===== src/rtl/morse_pkg.sv =====
// Shared types and timing ratios for the Morse key front end.
//   key_state_t      : sequencer FSM states
//   DASH_SPLIT_UNITS : a press of this many units or more is a dash
//   CHAR_GAP_UNITS   : gap length (units) that closes a character
//   WORD_GAP_UNITS   : gap length (units) that closes a word
package morse_pkg;

  typedef enum logic [2:0] {
    IDLE,
    PRESS,
    GAP,
    CHAR_DONE,
    STUCK
  } key_state_t;

  localparam int unsigned DASH_SPLIT_UNITS = 2;
  localparam int unsigned CHAR_GAP_UNITS   = 2;
  localparam int unsigned WORD_GAP_UNITS   = 5;

endpackage


===== src/rtl/morse_key_debounce.sv =====
// Key line conditioner: 2-flop synchroniser followed by a debounce counter.
// A level change is accepted after DEB_CYCLES consecutive equal synchronised
// samples, so every key_db edge lags key_in by 2+DEB_CYCLES clocks and
// press/gap durations are preserved.
//   clk    : system clock
//   rst    : asynchronous active-low reset (key_db forced to 0)
//   key_in : raw asynchronous key, 1 = pressed
//   key_db : debounced key level
module morse_key_debounce #(
  parameter int unsigned DEB_CYCLES = 2
) (
  input  logic clk,
  input  logic rst,
  input  logic key_in,
  output logic key_db
);

  localparam int unsigned DW = (DEB_CYCLES > 1) ? $clog2(DEB_CYCLES) : 1;

  logic [1:0]    sync_q, sync_d;
  logic          key_db_q, key_db_d;
  logic [DW-1:0] cnt_q, cnt_d;

  always_comb begin
    sync_d   = {sync_q[0], key_in};
    key_db_d = key_db_q;
    cnt_d    = '0;
    // cnt_q holds how many earlier consecutive samples already disagreed
    if (sync_q[1] != key_db_q) begin
      if (cnt_q == DW'(DEB_CYCLES - 1)) begin
        key_db_d = sync_q[1];
      end else begin
        cnt_d = cnt_q + 1'b1;
      end
    end
  end

  always_ff @(posedge clk or negedge rst) begin
    if (!rst) begin
      sync_q   <= '0;
      key_db_q <= 1'b0;
      cnt_q    <= '0;
    end else begin
      sync_q   <= sync_d;
      key_db_q <= key_db_d;
      cnt_q    <= cnt_d;
    end
  end

  assign key_db = key_db_q;

endmodule


===== src/rtl/morse_key_sequencer.sv =====
// Times presses and gaps of a debounced Morse key and emits one-cycle
// registered symbol strobes for the Morse detector.
//   clk            : system clock
//   rst            : asynchronous active-low reset
//   en             : sequencer enable (low forces IDLE, clears timer)
//   key_in         : raw asynchronous key, 1 = pressed
//   dot_inp        : dot strobe
//   dash_inp       : dash strobe
//   char_space_inp : end-of-character strobe
//   word_space_inp : end-of-word strobe
//   key_err        : stuck-key strobe
//   busy           : FSM not in IDLE
module morse_key_sequencer
  import morse_pkg::*;
#(
  parameter int unsigned UNIT_CYCLES     = 8,
  parameter int unsigned DEB_CYCLES      = 2,
  parameter int unsigned MAX_PRESS_UNITS = 8,
  parameter int unsigned CNT_W           = 16
) (
  input  logic clk,
  input  logic rst,
  input  logic en,
  input  logic key_in,
  output logic dot_inp,
  output logic dash_inp,
  output logic char_space_inp,
  output logic word_space_inp,
  output logic key_err,
  output logic busy
);

  localparam logic [CNT_W-1:0] T_ONE   = CNT_W'(1);
  localparam logic [CNT_W-1:0] T_DASH  = CNT_W'(DASH_SPLIT_UNITS * UNIT_CYCLES);
  localparam logic [CNT_W-1:0] T_CHAR  = CNT_W'(CHAR_GAP_UNITS * UNIT_CYCLES);
  localparam logic [CNT_W-1:0] T_WORD  = CNT_W'(WORD_GAP_UNITS * UNIT_CYCLES);
  localparam logic [CNT_W-1:0] T_STUCK = CNT_W'(MAX_PRESS_UNITS * UNIT_CYCLES);

  logic             key_db;
  logic             key_prev_q, key_prev_d;
  logic             key_rise;
  key_state_t       state_q, state_d;
  logic [CNT_W-1:0] timer_q, timer_d, timer_inc;
  logic             dot_q, dot_d, dash_q, dash_d;
  logic             char_q, char_d, word_q, word_d;
  logic             err_q, err_d, busy_q, busy_d;

  morse_key_debounce #(
    .DEB_CYCLES(DEB_CYCLES)
  ) u_debounce (
    .clk   (clk),
    .rst   (rst),
    .key_in(key_in),
    .key_db(key_db)
  );

  assign key_rise  = key_db & ~key_prev_q;
  assign timer_inc = (timer_q == '1) ? timer_q : timer_q + 1'b1;

  always_comb begin
    key_prev_d = key_db;
    state_d    = state_q;
    timer_d    = timer_q;
    dot_d      = 1'b0;
    dash_d     = 1'b0;
    char_d     = 1'b0;
    word_d     = 1'b0;
    err_d      = 1'b0;

    if (!en) begin
      state_d = IDLE;
      timer_d = '0;
    end else begin
      case (state_q)
        IDLE: begin
          // edge-qualified so a key held across en low does not start a press
          if (key_rise) begin
            state_d = PRESS;
            timer_d = T_ONE;
          end
        end
        PRESS: begin
          if (!key_db) begin
            if (timer_q < T_DASH) dot_d  = 1'b1;
            else                  dash_d = 1'b1;
            state_d = GAP;
            timer_d = T_ONE;
          end else begin
            timer_d = timer_inc;
            if (timer_inc == T_STUCK) begin
              err_d   = 1'b1;
              state_d = STUCK;
            end
          end
        end
        STUCK: begin
          if (!key_db) begin
            state_d = GAP;
            timer_d = T_ONE;
          end else begin
            timer_d = timer_inc;
          end
        end
        GAP: begin
          // threshold strobe is independent of the key so a coincident
          // press still gets its space; the press then wins the next state
          timer_d = timer_inc;
          if (timer_inc == T_CHAR) begin
            char_d  = 1'b1;
            state_d = CHAR_DONE;
          end
          if (key_db) begin
            state_d = PRESS;
            timer_d = T_ONE;
          end
        end
        CHAR_DONE: begin
          timer_d = timer_inc;
          if (timer_inc == T_WORD) begin
            word_d  = 1'b1;
            state_d = IDLE;
            timer_d = '0;
          end
          if (key_db) begin
            state_d = PRESS;
            timer_d = T_ONE;
          end
        end
        default: begin
          state_d = IDLE;
          timer_d = '0;
        end
      endcase
    end

    busy_d = (state_d != IDLE);
  end

  always_ff @(posedge clk or negedge rst) begin
    if (!rst) begin
      key_prev_q <= 1'b0;
      state_q    <= IDLE;
      timer_q    <= '0;
      dot_q      <= 1'b0;
      dash_q     <= 1'b0;
      char_q     <= 1'b0;
      word_q     <= 1'b0;
      err_q      <= 1'b0;
      busy_q     <= 1'b0;
    end else begin
      key_prev_q <= key_prev_d;
      state_q    <= state_d;
      timer_q    <= timer_d;
      dot_q      <= dot_d;
      dash_q     <= dash_d;
      char_q     <= char_d;
      word_q     <= word_d;
      err_q      <= err_d;
      busy_q     <= busy_d;
    end
  end

  assign dot_inp        = dot_q;
  assign dash_inp       = dash_q;
  assign char_space_inp = char_q;
  assign word_space_inp = word_q;
  assign key_err        = err_q;
  assign busy           = busy_q;

endmodule


===== config.mk =====
export PLATFORM = sky130hd
export DESIGN_NAME = morse_key_sequencer
export DESIGN_NICKNAME = d
export VERILOG_FILES = /design/src/rtl/morse_pkg.sv /design/src/rtl/morse_key_debounce.sv /design/src/rtl/morse_key_sequencer.sv
export SDC_FILE = /design/constraint.sdc
export NUM_CORES = 1
export LEC_CHECK = 0
export CORE_AREA = 2 2 66 68
export CTS_CLUSTER_SIZE = 20
export DETAILED_ROUTE_END_ITERATION = 7
export DIE_AREA = 0 0 68 70
export PLACE_DENSITY_LB_ADDON = 0.12
export SYNTH_ARGS = -nofsm -noshare
export SYNTH_HDL_FRONTEND = slang
export SYNTH_SLANG_ARGS = --single-unit

===== constraint.sdc =====
create_clock -name clk -period 5.5 [get_ports clk]
set_input_delay 0.55 -clock clk [delete_from_list [all_inputs] [get_ports clk]]
set_output_delay 0.55 -clock clk [all_outputs]
set_load 0.01 [all_outputs]

Word-level counts from Yosys, hierarchy flattened
Cells that the tools add are included.
{ "word_totals": {"latchBits": 0, "mem_count": 0, "regBits": 30, "inputBits": 4, "out_inout_bits": 6, "rom_bits": 0, "mem_bits_rw": 0} }
{ "classes": {"n_eq_ne": 10, "magnitude_cmp": 1, "shifts": 0, "multipliers": 0, "muxes": 38, "bitwise_logic": 2, "div_mod_pow": 0, "add_sub_neg": 2, "n_reduce_logical": 4} }
{ "ops": {"columns": ["cell", "count"], "rows": [
  ["$mux 16", 7],
  ["$pmux 16 s4", 1],
  ["$mux 3", 9],
  ["$mux 1", 20],
  ["$add 16x1->16 const B", 1],
  ["$eq 16x16->1 const B", 1],
  ["$eq 16x5->1 const B", 1],
  ["$eq 16x6->1 const B", 1],
  ["$eq 16x7->1 const B", 1],
  ["$lt 16x5->1 const B", 1],
  ["$pmux 3 s5", 1],
  ["$eq 3x2->1 const B", 2],
  ["$eq 3x1->1 const B", 1],
  ["$eq 3x3->1 const B", 1],
  ["$logic_not 3->1", 1],
  ["$ne 3x3->1 const B", 1],
  ["$reduce_bool 3->1", 1],
  ["$reduce_and 2->1", 1],
  ["$reduce_or 2->1", 1],
  ["$add 1x1->1 const B", 1],
  ["$and 1x1->1", 1],
  ["$ne 1x1->1", 1],
  ["$not 1->1", 1]
]} }

Longest topological paths before layout
Gate-level depths: netlist of the first run.
{ "depth": {"depth_word": 8, "ltp_mapped": 11, "mapped_depth_nobuf": 8} }

By module
Synthesis of the first run repeated with hierarchy kept, for this count alone.
{ "hier_totals": {"cells_unflattened": 230, "hier_area_um2": 1948.1} }
{ "modules_own_cells": {"columns": ["mod", "n_inst", "area_per_inst_um2", "seq_area_each_um2", "cells_each"], "rows": [
  ["morse_key_sequencer", 1, 1820.5, 650.6, 223],
  ["morse_key_debounce", 1, 127.6, 100.1, 7]
]} }

Least setup slack after synthesis of the first run
No wires, ideal clock.
{ "synth_path": {"path_kind": "reg-to-reg", "start": "register timer_q[1]", "end": "register timer_q[5]", "n_path_buf": 1, "t_required_ns": 5.363, "setup_slack_ns": 3.160, "stages_incl_launch_ff": 10, "arrival_ns": 2.203, "synth_period_minus_slack_ns": 2.340, "cell_sequence": "dfrtp_1 -> ha_1 -> buf_2 -> nand4_1 -> nor4_1 -> mux2i_1 -> and3_4 -> nand4_2 -> a41oi_1 -> o31ai_1"} }
{ "synth_via": {"elab_chain_len": 7, "elab_cells_between_ends": 10} }
{ "synth_rtl": {"columns": ["element", "line_no", "source"], "rows": [
  ["from (decl)", "morse_key_sequencer.sv:43", "logic [CNT_W-1:0] timer_q, timer_d, timer_inc;"],
  ["from (signal assigned)", "morse_key_sequencer.sv:153", "timer_q <= timer_d;"],
  ["$add 16x1->16 or $eq 16x16->1 (tied branches)", "morse_key_sequencer.sv:58", "assign timer_inc = (timer_q == '1) ? timer_q : timer_q + 1'b1;"],
  ["$mux 16 (*)", "morse_key_sequencer.sv:58", null],
  ["$eq 16x6->1", "morse_key_sequencer.sv:119", "if (timer_inc == T_WORD) begin"],
  ["$mux 16", "morse_key_sequencer.sv:119", null],
  ["$mux 16", "morse_key_sequencer.sv:124", "if (key_db) begin"],
  ["$pmux 16 s4 (*)", "morse_key_sequencer.sv:74", "case (state_q)"],
  ["$mux 16 (*)", "morse_key_sequencer.sv:70", "if (!en) begin"]
]} }
Mark *: on every way between the ends. The rest lies on a longest branch, timed or not.
A chain may end at the register's enable or synchronous reset.

Worst setup path in the final report of the first run
{ "layout_path": {"start": "register timer_q[5]", "end": "register timer_q[10]"} }
The elaborated chain is that of the path after synthesis.

==> results of run 1 <==
## Yosys cell counts (all sizes together) (4+ instances only)
| master | number | area, µm² |
|---|---|---|
| nand3 | 33 | 170 |
| dfrtp | 30 | 751 |
| nand2 | 22 | 82.6 |
| buf | 16 | 93.8 |
| a21oi | 15 | 75.1 |
| nor2 | 15 | 56.3 |
| nand4 | 10 | 75.1 |
| and3 | 9 | 62.6 |
| clkbuf | 9 | 33.8 |
| o21ai | 9 | 45.0 |
| a31oi | 8 | 50.1 |
| inv | 7 | 26.3 |
| xnor2 | 7 | 61.3 |
| and4 | 6 | 52.6 |
| and2 | 5 | 31.3 |
| nand2b | 5 | 31.3 |
| nor4 | 5 | 31.3 |
| o31ai | 5 | 37.5 |
| a22oi | 4 | 30.0 |
## flip-flops by register name, summed over array words and instances (netlist names)
signal             flops
u_debounce.cnt_q       1
dash_inp               1
u_debounce.sync_q      2
timer_q               16
char_space_inp         1
dot_inp                1
key_prev_q             1
word_space_inp         1
busy                   1
key_err                1
state_q                3
u_debounce.key_db      1
## final timing paths
path / startpoint / endpoint / cells after the start
setup / recovery: timer_q[5] / timer_q[10] / 7
hold / removal: u_debounce.sync_q[0] / u_debounce.sync_q[1] / 0
setup reg to reg: timer_q[5] / timer_q[10] / 7
hold reg to reg: u_debounce.sync_q[0] / u_debounce.sync_q[1] / 0
max in group asynchronous: rst / timer_q[1] / 2
min in group asynchronous: rst / state_q[2] / 2
## critical path: cells and delay by family, from the launching register on
family | cells | cell delay (ns)
DFF | 1 | 0.68
AOI/OAI and AO/OA | 2 | 0.61
and+or+nand+nor | 4 | 1.19
muxes | 1 | 0.25
## power groups by stage
stage,clock [mW],combinational (mW),sequential (mW)
final,0.228,0.162,0.282
after global routing,0.242,0.182,0.290
after CTS,0.232,0.165,0.282
after detailed placement,0,0.165,0.286
after global placement,0,0.164,0.286
after floorplan,0,0.135,0.263
## cell families after synthesis
logic type | Yosys count | synth area share
flip-flops | 30 | 0.355
XOR/XNOR | 8 | 0.0331
AO/OA/AOI/OAI | 60 | 0.193
adder cells (fa/ha/maj) | 1 | 0.00591
AND/OR/NAND/NOR | 123 | 0.326
multiplexers | 3 | 0.0148
buffers and inverters | 32 | 0.0727
## stage by stage
stage	setup slack [ns]	power (mW)	hold slack (ns)
after floorplan	3.16	0.398	0.254
after detailed placement	2.55	0.451	0.348
after global placement	2.66	0.450	0.341
final	2.62	0.672	0.358
after CTS	2.58	0.679	0.363
after global routing	2.28	0.715	0.372
## area by class of cell
type | count | area (µm²)
well taps | 52 | 65.1
clock inverters | 1 | 30.0
repair buffers | 13 | 120
inverters | 7 | 26.3
multi-input cells | 195 | 1220
clock buffers | 6 | 82.6
flip-flops and latches | 30 | 751
fillers | 405 | 1850
## routing by layer
metal  track usage  wire length (µm)
met1         0.357              2390
met3        0.0531               264
met2         0.352              2250
met4        0.0533                42
met5             0                 0
==> results.rst, run 1 <==
.. list-table::
   :header-rows: 1

   * - Metric
     - Value
   * - Sequential area share after synthesis
     - 0.355
   * - Stage delay of the slowest cell on the critical path
     - 0.68 ns
   * - Post-route standard cell area excluding fillers
     - 2290 µm²
   * - Total length of routed wires
     - 4950 µm
   * - Clock tree from TritonCTS
     - built
   * - Die H
     - 70 µm
   * - Run status
     - complete, no violations
   * - Floorplan die area
     - 4760 µm²
   * - Number of routed nets with antenna violations
     - 0
   * - Initial core utilization
     - 0.511
   * - Async S/R FF share, synth
     - 1.00
   * - Post-synthesis cell count
     - 257
   * - Initial antenna violation count
     - 0
   * - Residual DRC
     - 0
   * - Fraction of final layout cells with drive strength greater than 1
     - 0.103
   * - Top flip-flop cell by instance count after synthesis
     - sky130_fd_sc_hd__dfrtp_1
   * - Std cell rows
     - 24
   * - Capturing element type of the critical path
     - register
   * - Io pins
     - 10
   * - Cell internal power dissipation
     - 0.459 mW
   * - TritonCTS Buffers
     - 5
   * - DR WL/cell
     - 16.3 µm
   * - Data arrival time at the worst-slack endpoint
     - 3.02 ns
   * - Top library cells by usage in the layout, fill and taps aside
     - sky130_fd_sc_hd__nand3_1, sky130_fd_sc_hd__dfrtp_1, sky130_fd_sc_hd__nand2_1
   * - Worst Hold Class
     - register to register
   * - Element type at the critical path start
     - register
   * - Maximum root-to-sink buffer count
     - 2
   * - Via count of the first global-routing pass
     - 1,755
   * - Total iterations of the first detailed-routing run
     - 4
   * - Crit path kind
     - register to register
   * - Total routing resource utilization after global routing
     - 0.239
   * - Final Wtd Congestion
     - 0.926
   * - Achievable frequency
     - 347 MHz
   * - Cell Count Post-Placement
     - 297
   * - First-pass GRT wire length
     - 8650 µm
   * - Total nets after synthesis
     - 262
   * - Post-cts gate resize count
     - 0
   * - Post-synth design cell area
     - 2120 µm²
   * - Cell Area, Placed
     - 2180 µm²
   * - Sequential share of power
     - 0.419
   * - Leak
     - 0.911 nW
   * - Grt total ovfl
     - 0
   * - Switch Pwr
     - 0.213 mW
   * - Total Negative Setup Slacks
     - 0 ns
   * - Max Transition Viols Final
     - 0
   * - RSZ-0062 raised after global routing
     - false
   * - Post-detailed-route via-to-cell ratio
     - 6.16
   * - Area overhead of the layout relative to synthesis
     - 8.27%
   * - Max-slew headroom at the worst pin
     - 0.435
   * - Sum of net half-perimeters after detailed placement
     - 3460 µm
   * - Layout Nets
     - 257
   * - Worst reg2reg setup slack
     - 2.62 ns
   * - Worst path required time
     - 5.63 ns
   * - 1st-iter DRT viols
     - 171
   * - Worst-path cell with the longest stage delay
     - sky130_fd_sc_hd__dfrtp_1
   * - # hold bufs at CTS
     - 0
   * - Power share of the combinational group
     - 0.242
   * - Buffer count from post-CTS setup fixing
     - 0
   * - Yosys warns
     - 0
   * - Number of clock sinks
     - 30
   * - Post-Synthesis Mean Instance Area
     - 8.24 µm²
   * - Pin count of the biggest net entering global routing
     - 31
   * - Worst vdd ir
     - 197 µV
   * - Chain of cells forming the critical path
     - nand4_2 > or4_1 > mux2i_1 > and2_1 > nand4_1 > o21ai_1 > o21ai_0
   * - Clock root buffer master
     - sky130_fd_sc_hd__clkbuf_8
   * - Total inserted antenna cells
     - 0
   * - Power per cell area
     - 293 nW/µm²
   * - Core occupancy in the finished layout
     - 0.553
   * - Share of the clock period used by the worst path after layout
     - 0.524
   * - Clock slew at reported path FFs
     - 0.06 ns
   * - Top fanout value on the critical path
     - 16
   * - Count of unique library cells instantiated by Yosys
     - 53
   * - Placeable core region
     - 4140 µm²
   * - Worst Skew
     - 0.00392 ns
   * - CTS HTree Levels
     - 2
   * - # setup viols final
     - 0
   * - Pin slew with the least headroom to its limit
     - 0.842 ns
   * - Minimum clock period after layout
     - 2.88 ns
   * - Final hold viol count
     - 0
   * - Max-capacitance violation count
     - 0
   * - Portion of total power attributed to the clock network
     - 0.339
   * - Fraction of power spent switching nets
     - 0.317
   * - PortBufs
     - 9
   * - Register bit count reported by yosys
     - 30
   * - Vias after detailed routing
     - 1,873
   * - EDFF count, synth
     - 0
   * - Clock network latency to the later pin of the worst-skew pair
     - 0.28 ns
   * - Die extent in x
     - 68 µm
   * - Most frequent standard cell in the layout excluding fill and tap cells
     - sky130_fd_sc_hd__nand3_1
   * - Non-filler cells in the finished layout
     - 304
Power figures use the tool's default switching activity.
==> inputs of run 2 (changes only) <==
==> constraint.sdc (replaced) <==
create_clock -name clk -period 2.93 [get_ports clk]
set_input_delay 0.293 -clock clk [delete_from_list [all_inputs] [get_ports clk]]
set_output_delay 0.293 -clock clk [all_outputs]
set_load 0.01 [all_outputs]
==> run 2 against run 1 <==
Net effect:
- critical endpoint is now timer_q[5]
- largest cell class unchanged
- register-to-register slack lost 2.4 ns
- clock-buffer cell count is the same
- final cell count grew 2.0%
- power grew 91%
- clock power grew 90%
- flip-flop and latch count is the same
- sequential power grew 88%
- critical path depth grew 1
- clock skew grew 0.0028 ns
- hold slack lost 0.0084 ns
- setup slack lost 2.4 ns
==> results.rst, run 2 (synthesized netlist as in run 1, its figures left out) <==
.. list-table::
   :header-rows: 1

   * - Metric
     - Value
   * - Placeable core region
     - 4140 µm²
   * - Vias after detailed routing
     - 1,966
   * - Max Transition Viols Final
     - 0
   * - Max reg flops
     - 16
   * - Share of the clock period used by the worst path after layout
     - 0.913
   * - Clock network latency to the later pin of the worst-skew pair
     - 0.29 ns
   * - Clock tree from TritonCTS
     - built
   * - Fraction of final layout cells with drive strength greater than 1
     - 0.128
   * - Die H
     - 70 µm
   * - Buffer count from post-CTS setup fixing
     - 0
   * - Residual DRC
     - 0
   * - Total number of cells along the worst setup path
     - 8
   * - CTS HTree Levels
     - 2
   * - Number of instances on the worst hold path
     - 0
   * - Sum of net half-perimeters after detailed placement
     - 3640 µm
   * - Clock root buffer master
     - sky130_fd_sc_hd__clkbuf_8
   * - Stage delay of the slowest cell on the critical path
     - 0.44 ns
   * - Max-capacitance violation count
     - 0
   * - FILL cells
     - 379
   * - Floorplan die area
     - 4760 µm²
   * - Cell Count Post-Placement
     - 303
   * - Non-filler cells in the finished layout
     - 310
   * - Layout Nets
     - 263
   * - Top library cells by usage in the layout, fill and taps aside
     - sky130_fd_sc_hd__nand3_1, sky130_fd_sc_hd__dfrtp_1, sky130_fd_sc_hd__nand2_1
   * - Worst path required time
     - 3.10 ns
   * - Area overhead of the layout relative to synthesis
     - 10.5%
   * - Worst reg2reg setup slack
     - 0.26 ns
   * - # setup viols final
     - 0
   * - Element type at the critical path start
     - register
   * - Max-slew headroom at the worst pin
     - 0.593
   * - Pin count of the biggest net entering global routing
     - 31
   * - Worst reg2reg path depth
     - 8
   * - Multi-input combinational cell area
     - 1220 µm²
   * - First-pass GRT wire length
     - 8850 µm
   * - Maximum root-to-sink buffer count
     - 2
   * - Data arrival time at the worst-slack endpoint
     - 2.84 ns
   * - Final Wtd Congestion
     - 0.866
   * - Final hold viol count
     - 0
   * - Crit path kind
     - register to register
   * - Start of the worst register-to-register path
     - timer_q[1]
   * - RSZ-0062 raised after global routing
     - false
   * - TritonCTS Buffers
     - 5
   * - Minimum clock period after layout
     - 2.67 ns
   * - Chain of cells forming the critical path
     - ha_2 > nand4_1 > nor4_1 > mux2i_1 > and3_4 > nand4_2 > a41oi_1 > o31ai_1
   * - Initial antenna violation count
     - 0
   * - Capture point of the worst reg-to-reg path
     - timer_q[5]
   * - Total inserted antenna cells
     - 0
   * - Count of buffering cells on the critical path with inverters included
     - 0
   * - Total Negative Setup Slacks
     - 0 ns
   * - Std cell rows
     - 24
   * - Top cell family by delay on the critical path
     - simple AND/OR/NAND/NOR gates
   * - Most frequent standard cell in the layout excluding fill and tap cells
     - sky130_fd_sc_hd__nand3_1
   * - 1st-iter DRT viols
     - 223
   * - PortBufs
     - 9
   * - Grt total ovfl
     - 0
   * - Worst Hold Class
     - register to register
   * - Clock slew at reported path FFs
     - 0.06 ns
   * - Post-detailed-route via-to-cell ratio
     - 6.34
   * - Number of routed nets with antenna violations
     - 0
   * - Achievable frequency
     - 374 MHz
   * - Worst-path cell with the longest stage delay
     - sky130_fd_sc_hd__dfrtp_1
   * - Pin slew with the least headroom to its limit
     - 0.608 ns
   * - Worst vdd ir
     - 335 µV
   * - Die extent in x
     - 68 µm
   * - Run status
     - complete, no violations
   * - Total length of routed wires
     - 5270 µm
   * - Leak
     - 0.938 nW
   * - Most flops, register
     - timer_q
   * - Capturing element type of the critical path
     - register
   * - Power per cell area
     - 549 nW/µm²
   * - Critical Path Sink
     - timer_q[5]
   * - Number of clock sinks
     - 30
   * - Worst slack on hold paths
     - 0.349 ns
   * - Top fanout value on the critical path
     - 9
   * - Initial core utilization
     - 0.511
   * - Via count of the first global-routing pass
     - 1,729
   * - Core occupancy in the finished layout
     - 0.565
   * - Total iterations of the first detailed-routing run
     - 4
   * - Storage element area
     - 751 µm²
   * - Top Registers
     - timer_q: 16 flops, state_q: 3 flops, u_debounce.sync_q: 2 flops
   * - Startpoint of the most critical setup path
     - timer_q[1]
   * - Worst Skew
     - 0.00675 ns
   * - DR WL/cell
     - 17.0 µm
   * - Io pins
     - 10
   * - Total routing resource utilization after global routing
     - 0.248
==> run 2: cell types whose count changed in the layout (fill, tap and decap cells not counted) <==
cell	before	now
sky130_fd_sc_hd__buf_4	4	10
sky130_fd_sc_hd__ha_1	1	0
sky130_fd_sc_hd__ha_2	0	1
==> run 2: worst min path at each step <==
stage	start	to	slack (ns)
2_1_floorplan	rst	busy	-0.003
3_3_place_gp	u_debounce.sync_q[0]	u_debounce.sync_q[1]	0.33
3_5_place_dp	u_debounce.sync_q[0]	u_debounce.sync_q[1]	0.34
4_1_cts	u_debounce.sync_q[0]	u_debounce.sync_q[1]	0.35
5_1_grt	u_debounce.sync_q[0]	u_debounce.sync_q[1]	0.37
6_report	u_debounce.sync_q[0]	u_debounce.sync_q[1]	0.35
==> run 2: power by group <==
part | internal, mW | switching, mW | leakage [nW]
Clock | 0.272 | 0.161 | 0.0573
Sequential | 0.459 | 0.0715 | 0.405
Combinational | 0.140 | 0.182 | 0.475
Total | 0.870 | 0.415 | 0.938
==> run 2: through the flow <==
stage	total power, mW	area, µm²	setup slack (ns)
2_1_floorplan	0.747	2120	0.590
3_3_place_gp	0.848	2220	0.332
3_5_place_dp	0.854	2220	0.284
4_1_cts	1.29	2340	0.245
5_1_grt	1.35	2340	0.0616
6_report	1.29	2340	0.255
==> run 2: layer usage <==
layer,wire (µm),global-route usage
met5,0,0
met4,112,0.0933
met3,337,0.0483
met2,2330,0.361
met1,2490,0.360
==> run 2: layout make-up <==
type | count | share of cell area
tap | 52 | 0.0278
sequential | 30 | 0.321
multi-input combinational | 195 | 0.521
clock inverter | 1 | 0.0128
inverter | 7 | 0.0112
clock buffer | 6 | 0.0353
timing repair buffer | 19 | 0.0706
==> run 2: what timing repair did <==
item | in CTS | in global routing
resized for setup | 0 | 1
hold buffers | 0 | 0
setup endpoints to repair | 0 | 2
